### config.mk
export PLATFORM = sky130hd
export DESIGN_NAME = pc_gen
export DESIGN_NICKNAME = d
export VERILOG_FILES = /design/src/rtl/pc_pkg.sv /design/src/rtl/pc_gen_br_resolve.sv /design/src/rtl/pc_gen.sv
export SDC_FILE = /design/constraint.sdc
export NUM_CORES = 1
export LEC_CHECK = 0
export CORE_MARGIN = 4
export CORE_UTILIZATION = 37
export DETAILED_ROUTE_END_ITERATION = 7
export PLACE_DENSITY = 0.65
export SLEW_MARGIN = 20
export SYNTH_ARGS = -nofsm -noshare
export SYNTH_HDL_FRONTEND = slang
export SYNTH_HIERARCHICAL = 1
export SYNTH_SLANG_ARGS = --single-unit
### constraint.sdc
create_clock -name clk -period 8.3 [get_ports clk]
set_clock_uncertainty 0.05 [all_clocks]
set_input_delay 2.075 -clock clk [delete_from_list [all_inputs] [get_ports clk]]
set_output_delay 2.075 -clock clk [all_outputs]
set_load 0.02 [all_outputs]
### src/rtl/pc_pkg.sv
// Shared types for the fetch-PC generator: control-kind encoding, D-stage operand bundle.
// No logic beyond the is_cond helper; zero latency, no flow control.
// Default reset/exception vectors live here so top and bench agree.
package pc_pkg;

    typedef enum logic [3:0] {
        BR_NONE = 4'd0,
        BR_BEQ  = 4'd1,
        BR_BNE  = 4'd2,
        BR_BGEZ = 4'd3,
        BR_BGTZ = 4'd4,
        BR_BLEZ = 4'd5,
        BR_BLTZ = 4'd6,
        BR_J    = 4'd7,
        BR_JAL  = 4'd8,
        BR_JR   = 4'd9,
        BR_JALR = 4'd10
    } br_kind_t;

    localparam logic [31:0] RESET_PC_DEFAULT = 32'h0000_3000;
    localparam logic [31:0] EXC_VEC_DEFAULT  = 32'h0000_4180;

    // Everything the D stage hands over to resolve one control instruction.
    typedef struct packed {
        br_kind_t    kind;
        logic [31:0] pc;
        logic [15:0] imm16;
        logic [25:0] index;
        logic [31:0] rs;
        logic [31:0] rt;
    } br_op_t;

    function automatic logic is_cond(input br_kind_t kind);
        return (kind == BR_BEQ)  || (kind == BR_BNE)  ||
               (kind == BR_BGEZ) || (kind == BR_BGTZ) ||
               (kind == BR_BLEZ) || (kind == BR_BLTZ);
    endfunction

endpackage

### src/rtl/pc_gen_br_resolve.sv
// D-stage branch/jump resolver: condition compare and redirect target.
// Purely combinational, zero latency.
// No backpressure; outputs follow the operands every cycle.
module br_resolve
    import pc_pkg::*;
(
    input  br_op_t      op,
    output logic        taken,
    output logic [31:0] target
);

    logic [31:0] pc4;
    logic [31:0] br_tgt;
    logic [31:0] j_tgt;
    logic        rs_neg;
    logic        rs_zero;

    assign pc4     = op.pc + 32'd4;
    assign br_tgt  = pc4 + {{14{op.imm16[15]}}, op.imm16, 2'b00};
    assign j_tgt   = {pc4[31:28], op.index, 2'b00};
    assign rs_neg  = op.rs[31];
    assign rs_zero = (op.rs == 32'd0);

    always_comb begin
        taken  = 1'b0;
        target = br_tgt;
        case (op.kind)
            BR_BEQ:  taken = (op.rs == op.rt);
            BR_BNE:  taken = (op.rs != op.rt);
            BR_BGEZ: taken = !rs_neg;
            BR_BGTZ: taken = !rs_neg && !rs_zero;
            BR_BLEZ: taken = rs_neg || rs_zero;
            BR_BLTZ: taken = rs_neg;
            BR_J, BR_JAL: begin
                taken  = 1'b1;
                target = j_tgt;
            end
            // Register jumps pass rs through untouched; misalignment is flagged at fetch.
            BR_JR, BR_JALR: begin
                taken  = 1'b1;
                target = op.rs;
            end
            default: taken = 1'b0;
        endcase
    end

endmodule

### src/rtl/pc_gen.sv
// Fetch-PC register with branch/jump redirect, exception/eret entry, BD/ADEL flags, branch counters.
// One-cycle latency from D-stage inputs to f_pc; d_taken and f_flush are combinational.
// stall holds PC, flags and counters; exc_req and eret_req override stall.
module pc_gen
    import pc_pkg::*;
#(
    parameter logic [31:0] RESET_PC   = RESET_PC_DEFAULT,
    parameter logic [31:0] EXC_VEC    = EXC_VEC_DEFAULT,
    parameter logic [31:0] IMEM_BASE  = 32'h0000_3000,
    parameter logic [31:0] IMEM_BYTES = 32'h0000_3000,
    parameter int          CNT_W      = 32
) (
    input  logic             clk,
    input  logic             reset,
    input  logic             stall,
    input  logic             f_is_ctrl,
    input  logic [3:0]       d_br_kind,
    input  logic [31:0]      d_pc,
    input  logic [15:0]      d_imm16,
    input  logic [25:0]      d_index,
    input  logic [31:0]      d_rs,
    input  logic [31:0]      d_rt,
    input  logic             exc_req,
    input  logic             eret_req,
    input  logic [31:0]      epc,
    output logic [31:0]      f_pc,
    output logic             f_bd,
    output logic             f_adel,
    output logic             d_taken,
    output logic             f_flush,
    output logic [CNT_W-1:0] br_cnt,
    output logic [CNT_W-1:0] taken_cnt
);

    // One bit wider so a window ending at 2^32 does not wrap to zero.
    localparam logic [32:0] IMEM_END = {1'b0, IMEM_BASE} + {1'b0, IMEM_BYTES};

    function automatic logic addr_err(input logic [31:0] a);
        return (a[1:0] != 2'b00) || (a < IMEM_BASE) || ({1'b0, a} >= IMEM_END);
    endfunction

    br_op_t      d_op;
    br_kind_t    kind;
    logic [31:0] target;
    logic [31:0] npc;
    logic        pc_load;
    logic        cnt_en;

    assign kind = br_kind_t'(d_br_kind);
    assign d_op = '{kind: kind, pc: d_pc, imm16: d_imm16, index: d_index, rs: d_rs, rt: d_rt};

    br_resolve u_br_resolve (
        .op     (d_op),
        .taken  (d_taken),
        .target (target)
    );

    assign f_flush = eret_req && !exc_req;
    assign cnt_en  = !stall && !exc_req && !eret_req && is_cond(kind);

    always_comb begin
        npc     = f_pc + 32'd4;
        pc_load = 1'b1;
        if (exc_req) begin
            npc = EXC_VEC;
        end else if (eret_req) begin
            npc = epc;
        end else if (stall) begin
            npc     = f_pc;
            pc_load = 1'b0;
        end else if (d_taken) begin
            npc = target;
        end
    end

    always_ff @(posedge clk or negedge reset) begin
        if (!reset) begin
            f_pc   <= RESET_PC;
            f_bd   <= 1'b0;
            f_adel <= addr_err(RESET_PC);
        end else if (pc_load) begin
            f_pc   <= npc;
            f_bd   <= f_is_ctrl && !exc_req && !eret_req;
            f_adel <= addr_err(npc);
        end
    end

    always_ff @(posedge clk or negedge reset) begin
        if (!reset) begin
            br_cnt    <= '0;
            taken_cnt <= '0;
        end else if (cnt_en) begin
            br_cnt <= br_cnt + CNT_W'(1);
            if (d_taken) begin
                taken_cnt <= taken_cnt + CNT_W'(1);
            end
        end
    end

endmodule

==> impl_metrics.py <==
metrics = {
    "clock_network": {
        "cts-htree-levels": 3,
        "cts_sinks": 98,
        "cts.root.buffer_cell": "sky130_fd_sc_hd__clkbuf_16",
        "cts_made_buffers": 9,
        "post_cts_hold_buffer_count": 0,
        "cts_tree": "built",
        "clkSlewWorstSetupHoldPaths_ns": 0.07,
        "clock_insertion_delay_worst_skew_ns": 0.34,
        "post_cts.resized_instances": 0,
        "cts_setup_buffers": 0,
        "cts-root-to-sink-buffers": 2,
    },
    "global_route": {
        "pin_count_of_the_biggest_net_entering_global_routing": 56,
        "grt_pass1_vias": 8888,
        "grt.total_usage_pct": 24.1,
        "global_route.overflow_total": 0,
        "antenna_found_initial": 1,
        "grt_pass1_wl_um": 49900,
    },
    "worst_hold_path": {
        "min_to": "br_cnt[31]",
        "worst_hold_startpoint": "br_cnt[31]",
        "whs_path_depth": 1,
        "worst_hold_path_type": "flop to flop",
    },
    "place": {
        "dp_slack_ns": 1.07,
        "numPlacedInstances": 1553,
        "numPortBuffers": 279,
        "place.gp.congestion": 0.910,
        "detailed_place.area_sq_um": 11600,
        "hpwlAfterDp_um": 26300,
    },
    "floorplan": {
        "die_w_um": 160,
        "floorplan.rows": 55,
        "die_area_sq_um": 25600,
        "core_footprint_sq_um": 22600,
        "dieHeight_um": 160,
        "start_util_pct": 37.7,
        "ios": 280,
    },
    "route": {
        "drt_pass1_iterations": 5,
        "drt_wl_total_um": 32400,
        "routed-via-count": 9113,
        "top_signal_layer_used": "met5",
        "route.met3.wl_um": 2570,
        "routedWlPerCell_um": 20.6,
        "antenna_left": 0,
        "detail_route.drc_violations": 0,
        "routed-wl-met2_um": 15300,
        "wl_met1_um": 13700,
        "routed_via_density": 5.81,
        "initialDrtViolationCount": 927,
    },
    "finish": {
        "synthToLayoutAreaGrowth_pct": 39.9,
        "number_of_nets_in_the_layout": 1494,
        "total_of_fill_cells_in_the_finished_design": 2176,
        "final_design_area_no_fill_sq_um": 12000,
        "drive_above_1_share_pct": 5.37,
        "layout.cells.non_filler": 1569,
        "insertedDiodeCount": 0,
    },
    "timing": {
        "timing.final.crit_share_pct": 85.2,
        "finalHoldViolations": 0,
        "measured_slew_at_the_worst_slew_check_pin_ns": 1.05,
        "min_period_ns": 7.07,
        "timing.final.setup_violations": 0,
        "clock.fmax_mhz": 141,
        "fin_tns_setup_ns": 0,
        "final-max-slew-violation-count": 0,
        "rsz0062_at_grt": "false",
        "finalWorstSetupSlack_ns": 1.23,
        "slew_headroom_pct": 29.6,
    },
    "setup_path": {
        "cp_num_buf_inv": 2,
        "most_common_cell_on_crit_path": "sky130_fd_sc_hd__clkdlybuf4s50_1",
        "r2r_slack_ns": 5.22,
        "cp_launch_type": "input pin",
        "critPathRequiredTime_ns": 6.18,
        "slowest_stage_cell_on_the_critical_path": "sky130_fd_sc_hd__clkdlybuf4s50_1",
        "timing.critical_path.arrival_ns": 4.95,
        "timing.critical_path.to_type": "primary output",
        "path_delay_family": "buffers and inverters",
        "critical_path.cell_chain": "clkdlybuf4s50_1, xnor2_1, nand4_1, nor4_1, a21boi_0, a311oi_1, o32ai_4, clkdlybuf4s50_1",
        "crit-reg2reg-launch": "f_pc[2]",
        "timing.rr.end": "f_adel",
        "worstPathMaxFanout": 6,
        "worst_r2r_path_depth": 8,
        "critPathKind": "input pin to primary output",
        "cp_slowest_stage_delay_ns": 0.63,
    },
    "pwr": {
        "vdd.ir_drop.worst_uv": 98.1,
        "power_density_relative_to_cell_area_nw_per_um2": 129,
        "power.leakage_uw": 0.00469,
    },
    "yosys": {
        "post_synth_xor_area_fraction_pct": 16.5,
        "ys.flop_type": "sky130_fd_sc_hd__dfrtp_1",
        "synthesized_area_fraction_occupied_by_and_or_nand_nor_cells_pct": 25.7,
        "synth_async_sr_flop_share_pct": 100,
        "synth-compound-area-share_pct": 19.7,
        "synth-edff-count": 0,
        "syn-mean-instance-area_sq_um": 8.37,
        "sequential_cell_area_fraction_in_the_yosys_report_pct": 28.7,
        "main_combinational_cell_family_by_area_after_synthesis": "simple AND/OR/NAND/NOR gates",
        "yosysUniqueCellTypes": 87,
        "postSynthNetCount": 1235,
        "synthMuxAreaShare_pct": 1.22,
        "netlist_instances": 1020,
        "count_of_synthesis_stage_warnings_from_yosys": 6,
        "post_synthesis_cell_area_sq_um": 8540,
        "synth-seq-cells": 98,
        "yosys.area_share.adder_pct": 5.22,
    },
    "outcome": {
        "run_status": "finished clean",
    },
    "run": {
        "max-cap-violations": 0,
    },
}
Yosys cell counts (all sizes together), types with 21 or more instances:
cell	count	area share, %
a21oi	56	3.3
nor2	88	3.9
nand2	87	3.9
and3	29	2.2
ha	34	5.0
inv	21	0.92
nor4	21	1.9
nor3	21	1.6
a22oi	27	2.4
xnor2	108	11
dfrtp	96	28
clkbuf	33	1.5
xor2	50	5.1
o21ai	65	3.8
nand4	39	3.2
nand3	53	3.3
power by group:
group          switching, uW  internal (uW)
sequential              44.7            504
clock                    202            243
combinational            292            262
total                    539           1010
worst max path at each step:
stage              from  endpoint  depth (start not counted)
4_1_cts        d_rs[22]   d_taken                          8
5_1_grt         d_pc[2]    f_adel                         21
3_5_place_dp    d_pc[2]    f_adel                         21
6_report       d_rs[31]   d_taken                          8
2_1_floorplan   d_pc[2]    f_adel                         19
3_3_place_gp    d_pc[2]    f_adel                         20
stage by stage:
stage	hold WS [ns]	utilization [%]	total power, uW
after global routing	0.455	52.8	1630
after detailed placement	0.413	51.4	1110
after CTS	0.426	52.8	1560
after global placement	0.406	51.4	1100
final	0.423	52.8	1550
after floorplan	0.528	-	837
flip-flops by register name (all words and copies together), names as in the netlist:
signal / count
br_cnt: 32
f_adel: 1
f_bd: 1
f_pc: 32
taken_cnt: 32
cell type report:
| cell class | instances | area [sq um] | area share (%) |
|---|---|---|---|
| Timing Repair Buffer | 290 | 2870 | 24.0 |
| Clock buffer | 9 | 225 | 1.88 |
| Clock inverter | 7 | 95.1 | 0.796 |
| Multi-Input combinational cell | 859 | 5870 | 49.1 |
| Inverter | 21 | 78.8 | 0.660 |
| Sequential cell | 98 | 2450 | 20.5 |
| Tap cell | 285 | 357 | 2.98 |
cells in the final DEF, fill, tap and decap left out, types with 15 or more instances in the layout:
cell type and count:
sky130_fd_sc_hd__inv_1 20, sky130_fd_sc_hd__nand2_1 86, sky130_fd_sc_hd__o21ai_0 48, sky130_fd_sc_hd__o21ai_1 17
sky130_fd_sc_hd__a22oi_1 27, sky130_fd_sc_hd__xor2_1 50, sky130_fd_sc_hd__nor2_1 88, sky130_fd_sc_hd__clkdlybuf4s50_1 278
sky130_fd_sc_hd__dfrtp_1 96, sky130_fd_sc_hd__nand3_1 52, sky130_fd_sc_hd__nand4_1 37, sky130_fd_sc_hd__a21oi_1 54
sky130_fd_sc_hd__ha_1 34, sky130_fd_sc_hd__nor3_1 16, sky130_fd_sc_hd__xnor2_1 108, sky130_fd_sc_hd__and3_1 26
sky130_fd_sc_hd__nor4_1 19, sky130_fd_sc_hd__and4_1 15
per-layer routing:
metal	track usage (%)	up-vias
li1	-	4301
met1	32.1	4333
met2	40.4	429
met3	4.65	48
met4	6.34	2
met5	0	-
kinds of logic (layout without fill, tap and decap cells):
kind of cell	after synthesis	in the layout
AOI/OAI and AO/OA	254	254
xor gates and xnor gates	159	159
buffers and inverters	63	327
adders and majority gates	35	35
DFF	98	98
and+or+nand+nor	401	401
muxes	10	10
Power figures use the tool's default switching activity.
